### src/rtl/horner_seq_if.sv
// rtl/horner_seq_if.sv - sample, coefficient-config and datapath-control bundle of horner_seq
interface horner_seq_if;
    logic        x_valid;
    logic        x_ready;
    logic [31:0] x_in;
    logic        abort;
    logic        cfg_we;
    logic [3:0]  cfg_addr;
    logic [31:0] cfg_wdata;
    logic [31:0] x_adc_smc;
    logic        srdyi_i;
    logic [31:0] coeff;
    logic        sum_en;
    logic        sum_rst;
    logic        busy;
    logic        lin_valid;

    modport master (
        output x_valid, x_in, abort, cfg_we, cfg_addr, cfg_wdata,
        input  x_ready, x_adc_smc, srdyi_i, coeff, sum_en, sum_rst, busy, lin_valid
    );

    modport slave (
        input  x_valid, x_in, abort, cfg_we, cfg_addr, cfg_wdata,
        output x_ready, x_adc_smc, srdyi_i, coeff, sum_en, sum_rst, busy, lin_valid
    );
endinterface

### src/rtl/horner_seq.sv
// rtl/horner_seq.sv - Horner polynomial evaluation sequencer driving an external float datapath
module horner_seq #(
    parameter int ORDER    = 10,
    parameter int LOOP_LAT = 4,
    parameter int CONV_LAT = 2
) (
    input  logic         clk,
    input  logic         GlobalReset,
    horner_seq_if.slave  bus
);
    localparam logic [2:0] S_IDLE  = 3'd0;
    localparam logic [2:0] S_CLEAR = 3'd1;
    localparam logic [2:0] S_ISSUE = 3'd2;
    localparam logic [2:0] S_WAIT  = 3'd3;
    localparam logic [2:0] S_ACCUM = 3'd4;
    localparam logic [2:0] S_FLUSH = 3'd5;

    // Counter only has to hold the larger of the two reload values.
    localparam int CNT_MAX = (LOOP_LAT > CONV_LAT) ? LOOP_LAT : CONV_LAT;
    localparam int CW      = $clog2(CNT_MAX + 1);

    localparam logic [3:0]    K_MAX      = 4'(ORDER);
    localparam logic [CW-1:0] WAIT_LOAD  = CW'(LOOP_LAT - 2);
    localparam logic [CW-1:0] FLUSH_LOAD = CW'(CONV_LAT - 1);

    logic [2:0]    r_state;
    logic [3:0]    r_k;
    logic [CW-1:0] r_cnt;
    logic [31:0]   r_x;
    logic [31:0]   r_coef [0:ORDER];

    logic          w_abort;
    logic          w_cfg_wr;
    logic [31:0]   w_coef_k;
    logic          w_loop_st;

    // Abort only matters once an evaluation is running; in IDLE it is a don't-care.
    assign w_abort   = bus.abort && (r_state != S_IDLE);
    assign w_cfg_wr  = bus.cfg_we && (r_state == S_IDLE) && (bus.cfg_addr <= K_MAX);
    assign w_coef_k  = (r_k <= K_MAX) ? r_coef[r_k] : 32'd0;
    assign w_loop_st = (r_state == S_ISSUE) || (r_state == S_WAIT) || (r_state == S_ACCUM);

    // Sequencer: one Horner step per ISSUE/WAIT/ACCUM round, k counts ORDER down to 0.
    always_ff @(posedge clk or negedge GlobalReset) begin
        if (!GlobalReset) begin
            r_state <= S_IDLE;
            r_k     <= K_MAX;
            r_cnt   <= '0;
            r_x     <= '0;
        end else if (w_abort) begin
            r_state <= S_IDLE;
        end else begin
            case (r_state)
                S_IDLE: begin
                    if (bus.x_valid) begin
                        r_x     <= bus.x_in;
                        r_state <= S_CLEAR;
                    end
                end
                S_CLEAR: begin
                    r_k     <= K_MAX;
                    r_state <= S_ISSUE;
                end
                S_ISSUE: begin
                    r_cnt   <= WAIT_LOAD;
                    r_state <= S_WAIT;
                end
                S_WAIT: begin
                    if (r_cnt == '0) r_state <= S_ACCUM;
                    else             r_cnt   <= r_cnt - 1'b1;
                end
                S_ACCUM: begin
                    if (r_k == '0) begin
                        r_cnt   <= FLUSH_LOAD;
                        r_state <= S_FLUSH;
                    end else begin
                        r_k     <= r_k - 1'b1;
                        r_state <= S_ISSUE;
                    end
                end
                S_FLUSH: begin
                    if (r_cnt == '0) r_state <= S_IDLE;
                    else             r_cnt   <= r_cnt - 1'b1;
                end
                default: r_state <= S_IDLE;
            endcase
        end
    end

    // Coefficient bank: writable only while idle so a running evaluation never sees a torn set.
    always_ff @(posedge clk or negedge GlobalReset) begin
        if (!GlobalReset) begin
            for (int i = 0; i <= ORDER; i++) r_coef[i] <= '0;
        end else if (w_cfg_wr) begin
            r_coef[bus.cfg_addr] <= bus.cfg_wdata;
        end
    end

    // Pulses toward the datapath are squashed in an abort cycle so nothing half-issued leaks out.
    assign bus.x_ready   = (r_state == S_IDLE);
    assign bus.busy      = (r_state != S_IDLE);
    assign bus.x_adc_smc = r_x;
    assign bus.sum_rst   = (r_state == S_CLEAR);
    assign bus.srdyi_i   = (r_state == S_ISSUE) && !w_abort;
    assign bus.sum_en    = (r_state == S_ACCUM) && !w_abort;
    assign bus.lin_valid = (r_state == S_FLUSH) && (r_cnt == '0) && !w_abort;
    assign bus.coeff     = w_loop_st ? w_coef_k : 32'd0;
endmodule

### src/flat_wrapper.sv
// flat-port wrapper written by rule: the top's interface ports become plain ports
module horner_seq_flat 
#(
    parameter int ORDER    = 10,
    parameter int LOOP_LAT = 4,
    parameter int CONV_LAT = 2
)
  (clk, GlobalReset, bus_x_valid, bus_x_in, bus_abort, bus_cfg_we, bus_cfg_addr, bus_cfg_wdata, bus_x_ready, bus_x_adc_smc, bus_srdyi_i, bus_coeff, bus_sum_en, bus_sum_rst, bus_busy, bus_lin_valid);
  horner_seq_if bus_i ();
  input  logic clk;
  input  logic GlobalReset;
  input wire logic [$bits(bus_i.x_valid)-1:0] bus_x_valid;
  input wire logic [$bits(bus_i.x_in)-1:0] bus_x_in;
  input wire logic [$bits(bus_i.abort)-1:0] bus_abort;
  input wire logic [$bits(bus_i.cfg_we)-1:0] bus_cfg_we;
  input wire logic [$bits(bus_i.cfg_addr)-1:0] bus_cfg_addr;
  input wire logic [$bits(bus_i.cfg_wdata)-1:0] bus_cfg_wdata;
  output wire logic [$bits(bus_i.x_ready)-1:0] bus_x_ready;
  output wire logic [$bits(bus_i.x_adc_smc)-1:0] bus_x_adc_smc;
  output wire logic [$bits(bus_i.srdyi_i)-1:0] bus_srdyi_i;
  output wire logic [$bits(bus_i.coeff)-1:0] bus_coeff;
  output wire logic [$bits(bus_i.sum_en)-1:0] bus_sum_en;
  output wire logic [$bits(bus_i.sum_rst)-1:0] bus_sum_rst;
  output wire logic [$bits(bus_i.busy)-1:0] bus_busy;
  output wire logic [$bits(bus_i.lin_valid)-1:0] bus_lin_valid;
  assign bus_i.x_valid = bus_x_valid;
  assign bus_i.x_in = bus_x_in;
  assign bus_i.abort = bus_abort;
  assign bus_i.cfg_we = bus_cfg_we;
  assign bus_i.cfg_addr = bus_cfg_addr;
  assign bus_i.cfg_wdata = bus_cfg_wdata;
  assign bus_x_ready = bus_i.x_ready;
  assign bus_x_adc_smc = bus_i.x_adc_smc;
  assign bus_srdyi_i = bus_i.srdyi_i;
  assign bus_coeff = bus_i.coeff;
  assign bus_sum_en = bus_i.sum_en;
  assign bus_sum_rst = bus_i.sum_rst;
  assign bus_busy = bus_i.busy;
  assign bus_lin_valid = bus_i.lin_valid;
  horner_seq #(.ORDER(ORDER), .LOOP_LAT(LOOP_LAT), .CONV_LAT(CONV_LAT)) u_core (.clk(clk), .GlobalReset(GlobalReset), .bus(bus_i));
endmodule
### config.mk
export PLATFORM = sky130hd
export DESIGN_NAME = horner_seq_flat
export DESIGN_NICKNAME = d
export VERILOG_FILES = /design/src/rtl/horner_seq_if.sv /design/src/rtl/horner_seq.sv /design/src/flat_wrapper.sv
export SDC_FILE = /design/constraint.sdc
export NUM_CORES = 1
export LEC_CHECK = 0
export CELL_PAD_IN_SITES_DETAIL_PLACEMENT = 0
export CELL_PAD_IN_SITES_GLOBAL_PLACEMENT = 2
export CORE_MARGIN = 3
export CORE_UTILIZATION = 26
export DETAILED_ROUTE_END_ITERATION = 6
export PLACE_DENSITY_LB_ADDON = 0.08
export SETUP_SLACK_MARGIN = 0.2
export SLEW_MARGIN = 0
export SYNTH_ARGS = -nofsm -noshare
export SYNTH_HDL_FRONTEND = slang
export SYNTH_SLANG_ARGS = --single-unit
### constraint.sdc
create_clock -name clk -period 2.8 [get_ports clk]
set_input_delay 0.56 -clock clk [delete_from_list [all_inputs] [get_ports clk]]
set_output_delay 0.56 -clock clk [all_outputs]
set_load 0.005 [all_outputs]
==> results.json, run 1 <==
{
  "synth_top_family_by_area": "multiplexers",
  "slowest_stage": "or3b_4",
  "final_cell_count_no_fill": 2386,
  "synth_seq_area_share_pct": 55.2,
  "drv_slew": 0,
  "worstSetupPathDepth": 9,
  "core_area_sq_um": 67600,
  "drc": 0,
  "power.total_mw": 20.3,
  "synth-seq-cells": 394,
  "grt_pass1_vias": 12200,
  "r2r_setup_slack_ps": 390,
  "grt_max_degree": 71,
  "antenna_cells": 0,
  "r2r_end": "u_core.r_k[3]",
  "synth_xor_area_share_pct": 0.0490,
  "placedCellCount": 2244,
  "syn_avg_cell_area_sq_um": 14.4,
  "rsz0062_at_grt": "yes",
  "drt_iter0_drc": 368,
  "grt_antenna_before_repair": 2,
  "synth_simple_gate_area_share_pct": 3.24,
  "hold_viol_final": 0,
  "p_int_mw": 14.8,
  "clock_power_share_pct": 30.7,
  "max_freq_mhz": 332,
  "synthMuxAreaShare_pct": 34.3,
  "post-route-worst-setup-slack_ps": -212,
  "place_congestion": 0.693,
  "dp_hpwl_mm": 32.4,
  "grt_usage_pct": 15.2,
  "firstDrtPassIters": 4,
  "htreeDepth": 2,
  "post-synth-top-area-cell": "dfrtp_1",
  "seqPwrFrac_pct": 43.9,
  "grt_pass1_wl_mm": 81.5,
  "finalCritPeriodShare_pct": 108,
  "cp_max_fo": 6,
  "crit_type": "reg -> out",
  "fin_skew_ps": 10.3,
  "critPathMaxStageDelay_ps": 430,
  "cp.required_ps": 2240,
  "crit_buf_inv": 5,
  "synth_area_leaders": "dfrtp_1 (55%), mux2_2 (24%), mux4_2 (8.1%)",
  "synth_warnings": 0,
  "switching_power_mw": 5.46,
  "power_density_nw_per_um2": 845,
  "slew_headroom_pct": 63.8,
  "crit_chain": "or3b_4 > a211oi_4 > buf_4 > buf_12 > buf_12 > buf_12 > nand2_2 > o221ai_2 > buf_2",
  "clk_latency_ps": 580,
  "layout_commonest_cell": "dfrtp_1",
  "rr_worst_depth": 7,
  "die_y_microns": 268,
  "final_util_pct": 35.5,
  "ant_nets": 0,
  "clockBufferDepth": 3,
  "arrival_ps": 2450,
  "violations": "setup timing",
  "layout.nets": 1555,
  "std_cell_rows": 95,
  "wl_per_cell_microns": 22.4,
  "vdd_drop_max_v": 0.000432,
  "cp-end-kind": "output port",
  "p_leak_nw": 10.9,
  "cts_made_buffers": 49,
  "cp_common_cell": "buf_12",
  "post-route-min-period_ps": 3010,
  "dr_total_vias": 11300,
  "netlist.area_leader.share_pct": 54.9,
  "chipWidth_microns": 268,
  "cp-start-kind": "flop",
  "pin_count": 143,
  "area_growth_pct": 34.1,
  "initial_utilization_pct": 26.4,
  "cap_violations": 0,
  "finalSetupViolCount": 33,
  "status": "finished, violations left",
  "layout_common_cells": "dfrtp_1 (391), mux2_2 (379), clkdlybuf4s50_1 (104), buf_4 (66), mux4_2 (64)",
  "io_buffers": 142,
  "viasPerCell": 4.72,
  "holdCritPathClass": "in -> async",
  "wl_mm": 53.3,
  "worst_slew_pin_slew_ps": 537,
  "overflow": 0,
  "netSwitchingFraction_pct": 26.9,
  "rr_startpoint": "u_core.r_k[1]",
  "cts_tree": "built",
  "synth_area_sq_um": 17900,
  "cts.reportedPaths.clkPinSlew_ps": 60,
  "synth_compound_area_share_pct": 3.46,
  "synthCells": 1241,
  "cts_sinks": 394,
  "crit_family": "buffers and inverters",
  "die_area_sq_um": 71900,
  "synthesis.nets": 1318,
  "cts_root_buffer": "clkbuf_16",
  "p_comb_share_pct": 25.4,
  "synth_fa_ha_area_share_pct": 0.280,
  "layout-drive-gt1-share_pct": 53.5,
  "yosysUniqueCellTypes": 45
}
power by group through the flow:
stage | combinational, mW | sequential (mW) | clock, mW
floorplan | 3.15 | 8.68 | 0
global placement | 4.91 | 8.91 | 0
detailed placement | 4.96 | 8.97 | 0
CTS | 5.17 | 8.89 | 6.51
global route | 5.64 | 9.17 | 6.71
finish | 5.14 | 8.90 | 6.23
metal layers:
metal  up-vias  global-route usage, %  routed length [microns]
met5         -                      0                       32
met4         4                   3.63                      974
met2       143                   24.5                    25000
met3        64                   2.28                     1720
met1      6060                   21.6                    25600
li1       5001                      -                        -
what timing repair did:
action,CTS,global route
endpoints found under the hold margin,36,0
setup buffers,43,6
setup endpoints to repair,37,34
gates cloned,6,0
hold buffers,1,0
pin swaps,13,6
gates resized for setup,247,43
logic make-up after synthesis:
kind of cell / count (synthesis)
compound gates: 89
buf+inv: 150
fa+ha+maj: 4
flops: 394
xor+xnor: 1
mux: 484
simple gates: 119
cell type report:
| cell class | instances | area (sq um) |
|---|---|---|
| Fill cell | 6515 | 43700 |
| Sequential cell | 394 | 9870 |
| Multi-Input combinational cell | 697 | 7880 |
| Timing Repair Buffer | 296 | 3400 |
| Clock buffer | 73 | 1480 |
| Tap cell | 873 | 1090 |
| Inverter | 40 | 153 |
| Clock inverter | 13 | 108 |
Yosys cell counts, drive strengths merged:
cell	n
a211oi	2
a21oi	35
a221o	2
a22o	1
a22oi	1
a2bb2oi	1
a311oi	1
a41oi	1
and3	2
buf	50
clkbuf	60
dfrtp	392
dfstp	2
ha	4
inv	40
mux2	385
mux2i	35
mux4	64
nand2	43
nand2b	6
nand3	2
nand3b	1
nand4bb	1
nor2	45
nor2b	5
nor3	3
nor3b	4
nor4b	3
o211ai	1
o21a	2
o21ai	6
o221ai	33
o22ai	1
o31a	1
o32ai	1
or3b	3
or4b	1
xnor2	1
stage by stage:
stage	setup TNS [ps]	hold WS, ps	instance area, sq um	worst slack, ps
4_1_cts	-7060	475	23700	-267
6_report	-5060	482	24000	-212
2_1_floorplan	0	264	17900	324
3_3_place_gp	-1160	469	21200	-121
5_1_grt	-9180	495	24000	-347
3_5_place_dp	-1750	471	21200	-133
worst max path at each step:
| stage | from | end |
|---|---|---|
| floorplan | u_core.r_k[1] | bus_coeff[12] |
| global placement | u_core.r_state[2] | bus_coeff[31] |
| detailed placement | u_core.r_state[1] | bus_coeff[15] |
| CTS | u_core.r_k[0] | bus_coeff[31] |
| global route | u_core.r_state[1] | bus_coeff[18] |
| finish | u_core.r_state[1] | bus_coeff[22] |
state kept, by name (all words and copies together) (netlist names):
register / flops
u_core.bus.x_adc_smc: 32
u_core.r_cnt: 3
u_core.r_coef: 352
u_core.r_k: 4
u_core.r_state: 3
worst reg2reg max path, stage by stage (launching register included):
cell     delay [ps]
dfstp_4         690
buf_6           130
inv_2            50
ha_1            230
nor3b_1         170
o21ai_0         460
a21oi_1         150
or3b_2          460
No activity file was read; power rests on OpenSTA's default activity.
==> run 2, diff against run 1 <==
Settings changed: ABC_AREA set to 0.
==> results of run 2 <==
Final layout, timing and power as in run 1 (identical DEF).
==> run 3, diff against run 2 <==
Settings changed: CORE_MARGIN 3 to 5.
==> run 3 against run 2 <==
Effect of this change: the run still ends with setup timing left; flip-flop and latch count unchanged; non-clock buffer count up 16; final cell count increased by 1.3%; via count decreased by 0.37%; design area is 2.0% higher; first-iteration DRC count up 3.5%; global-route usage barely moved; sequential share of layout area decreased by 0.82 points; combinational power barely moved; die area grew 3.0%; maximum frequency down 0.20%; largest cell class unchanged; largest power group unchanged.
==> results.json, run 3 (synthesis results as in run 1) <==
{
  "finalCritPeriodShare_pct": 108,
  "grt_pass1_wl_mm": 84.8,
  "post-route-min-period_ps": 3020,
  "r2r_setup_slack_ps": 400,
  "wl_per_cell_microns": 23.1,
  "clk_latency_ps": 580,
  "rsz0062_at_grt": "yes",
  "cts_sinks": 394,
  "layout-drive-gt1-share_pct": 55.6,
  "layout_common_cells": "dfrtp_1 (391), mux2_2 (379), clkdlybuf4s50_1 (103), buf_4 (67), mux4_2 (64)",
  "critPathMaxStageDelay_ps": 690,
  "area_growth_pct": 36.8,
  "max_freq_mhz": 331,
  "overflow": 0,
  "r2r_end": "u_core.r_coef[112]",
  "finalSetupViolCount": 32,
  "cap_violations": 0,
  "drc": 0,
  "arrival_ps": 2460,
  "holdCritPathClass": "reg -> reg",
  "dp_hpwl_mm": 33.2,
  "startpoint": "u_core.r_k[1]",
  "initial_utilization_pct": 26.2,
  "io_buffers": 142,
  "ant_nets": 0,
  "cp_max_fo": 7,
  "cp-end-kind": "output port",
  "core_area_sq_um": 68300,
  "cts.reportedPaths.clkPinSlew_ps": 60,
  "pin_count": 143,
  "std_cell_rows": 96,
  "slew_headroom_pct": 58.0,
  "rr_startpoint": "u_core.r_state[0]",
  "clockBufferDepth": 3,
  "viasPerCell": 4.65,
  "largest-register": "u_core.r_coef",
  "crit_end": "bus_coeff[3]",
  "firstDrtPassIters": 4,
  "hold_viol_final": 0,
  "fin_skew_ps": 19.6,
  "layout.nets": 1571,
  "status": "finished, violations left",
  "cp_common_cell": "buf_12",
  "slowest_stage": "dfstp_4",
  "cp.required_ps": 2240,
  "dr_total_vias": 11200,
  "power_density_nw_per_um2": 838,
  "wl_mm": 55.7,
  "p_leak_nw": 11.2,
  "post-route-worst-setup-slack_ps": -218,
  "chipWidth_microns": 272,
  "drv_slew": 0,
  "grt_antenna_before_repair": 3,
  "layout_commonest_cell": "dfrtp_1",
  "cts_root_buffer": "clkbuf_16",
  "die_y_microns": 272,
  "largest_reg_flops": 352,
  "placedCellCount": 2245,
  "grt_max_degree": 90,
  "crit_type": "reg -> out",
  "post-place-ws_ps": -39.7,
  "cts_tree": "built",
  "grt_usage_pct": 15.2,
  "hold_slack_ps": 494,
  "postLayoutCellArea_sq_um": 24500,
  "vdd_drop_max_v": 0.000470,
  "placed_area_sq_um": 21100,
  "power.total_mw": 20.5,
  "cp-start-kind": "flop",
  "grt_pass1_vias": 12400,
  "final_cell_count_no_fill": 2416,
  "violations": "setup timing",
  "worst_slew_pin_slew_ps": 624,
  "place_congestion": 0.693,
  "cts_made_buffers": 49,
  "rr_worst_depth": 6,
  "drt_iter0_drc": 381,
  "die_area_sq_um": 74100,
  "htreeDepth": 2,
  "crit_chain": "buf_6 > buf_12 > buf_12 > buf_16 > buf_12 > mux4_2 > inv_2 > o221ai_2 > buf_2"
}
[run 3: cell count changes in the layout (fill, tap and decap cells not counted), moves of 6 or more]
cell | previous run | this run
o221ai_2 | 22 | 29
inv_1 | 30 | 16
nand2_4 | 5 | 18
buf_6 | 33 | 27
nand2_2 | 24 | 14
buf_16 | 10 | 16
buf_12 | 48 | 57
inv_2 | 9 | 24
[run 3: how the worst min path moves through the flow]
stage          slack (ps)  cells past startpoint                 endpoint          startpoint
6_report              490                      1         u_core.r_coef[9]    u_core.r_coef[9]
5_1_grt               500                      1       u_core.r_coef[141]  u_core.r_coef[141]
3_3_place_gp          470                      1       u_core.r_coef[100]  u_core.r_coef[100]
2_1_floorplan         260                      0  u_core.bus.x_adc_smc[0]         GlobalReset
4_1_cts               490                      1       u_core.r_coef[100]  u_core.r_coef[100]
3_5_place_dp          480                      1       u_core.r_coef[100]  u_core.r_coef[100]
[run 3: cell type report]
class                      count  area [sq um]
fill                        6547         43900
sequential                   394          9870
multi-input combinational    697          7950
timing repair buffer         312          3750
clock buffer                  74          1470
tap                          882          1100
clock inverter                14           159
inverter                      40           150
antenna                        3          7.51
[run 3: routing by layer]
metal  routed length (microns)  global-route usage, %
met1                     26600                   21.4
met4                      1100                   3.58
met5                         0                      0
met2                     26000                   24.2
met3                      2100                   2.95
[run 3: repair_timing]
action,in CTS,in global routing
resized for setup,291,43
hold buffers,1,0
endpoints found under the hold margin,41,0
endpoints found under the setup margin,38,35
cloned,14,1
pin swaps,32,25
setup buffers,58,6
[run 3: stage by stage]
step | utilization [%] | setup TNS (ps)
2_1_floorplan | - | 0
3_3_place_gp | 30.9 | -99.0
3_5_place_dp | 30.9 | -53.3
4_1_cts | 35.4 | -6760
5_1_grt | 35.8 | -8460
6_report | 35.8 | -5030
[run 3: worst max-delay path: cells and delay by family (launching register included)]
family | cells | cell delay (ps)
buf+inv | 7 | 820
flops | 1 | 690
compound gates | 1 | 90
mux | 1 | 290
[run 3: power breakdown]
part,switching (mW),internal (mW)
logic,1.97,3.19
clock network,2.52,3.88
registers,1.05,7.87
total,5.54,15.0
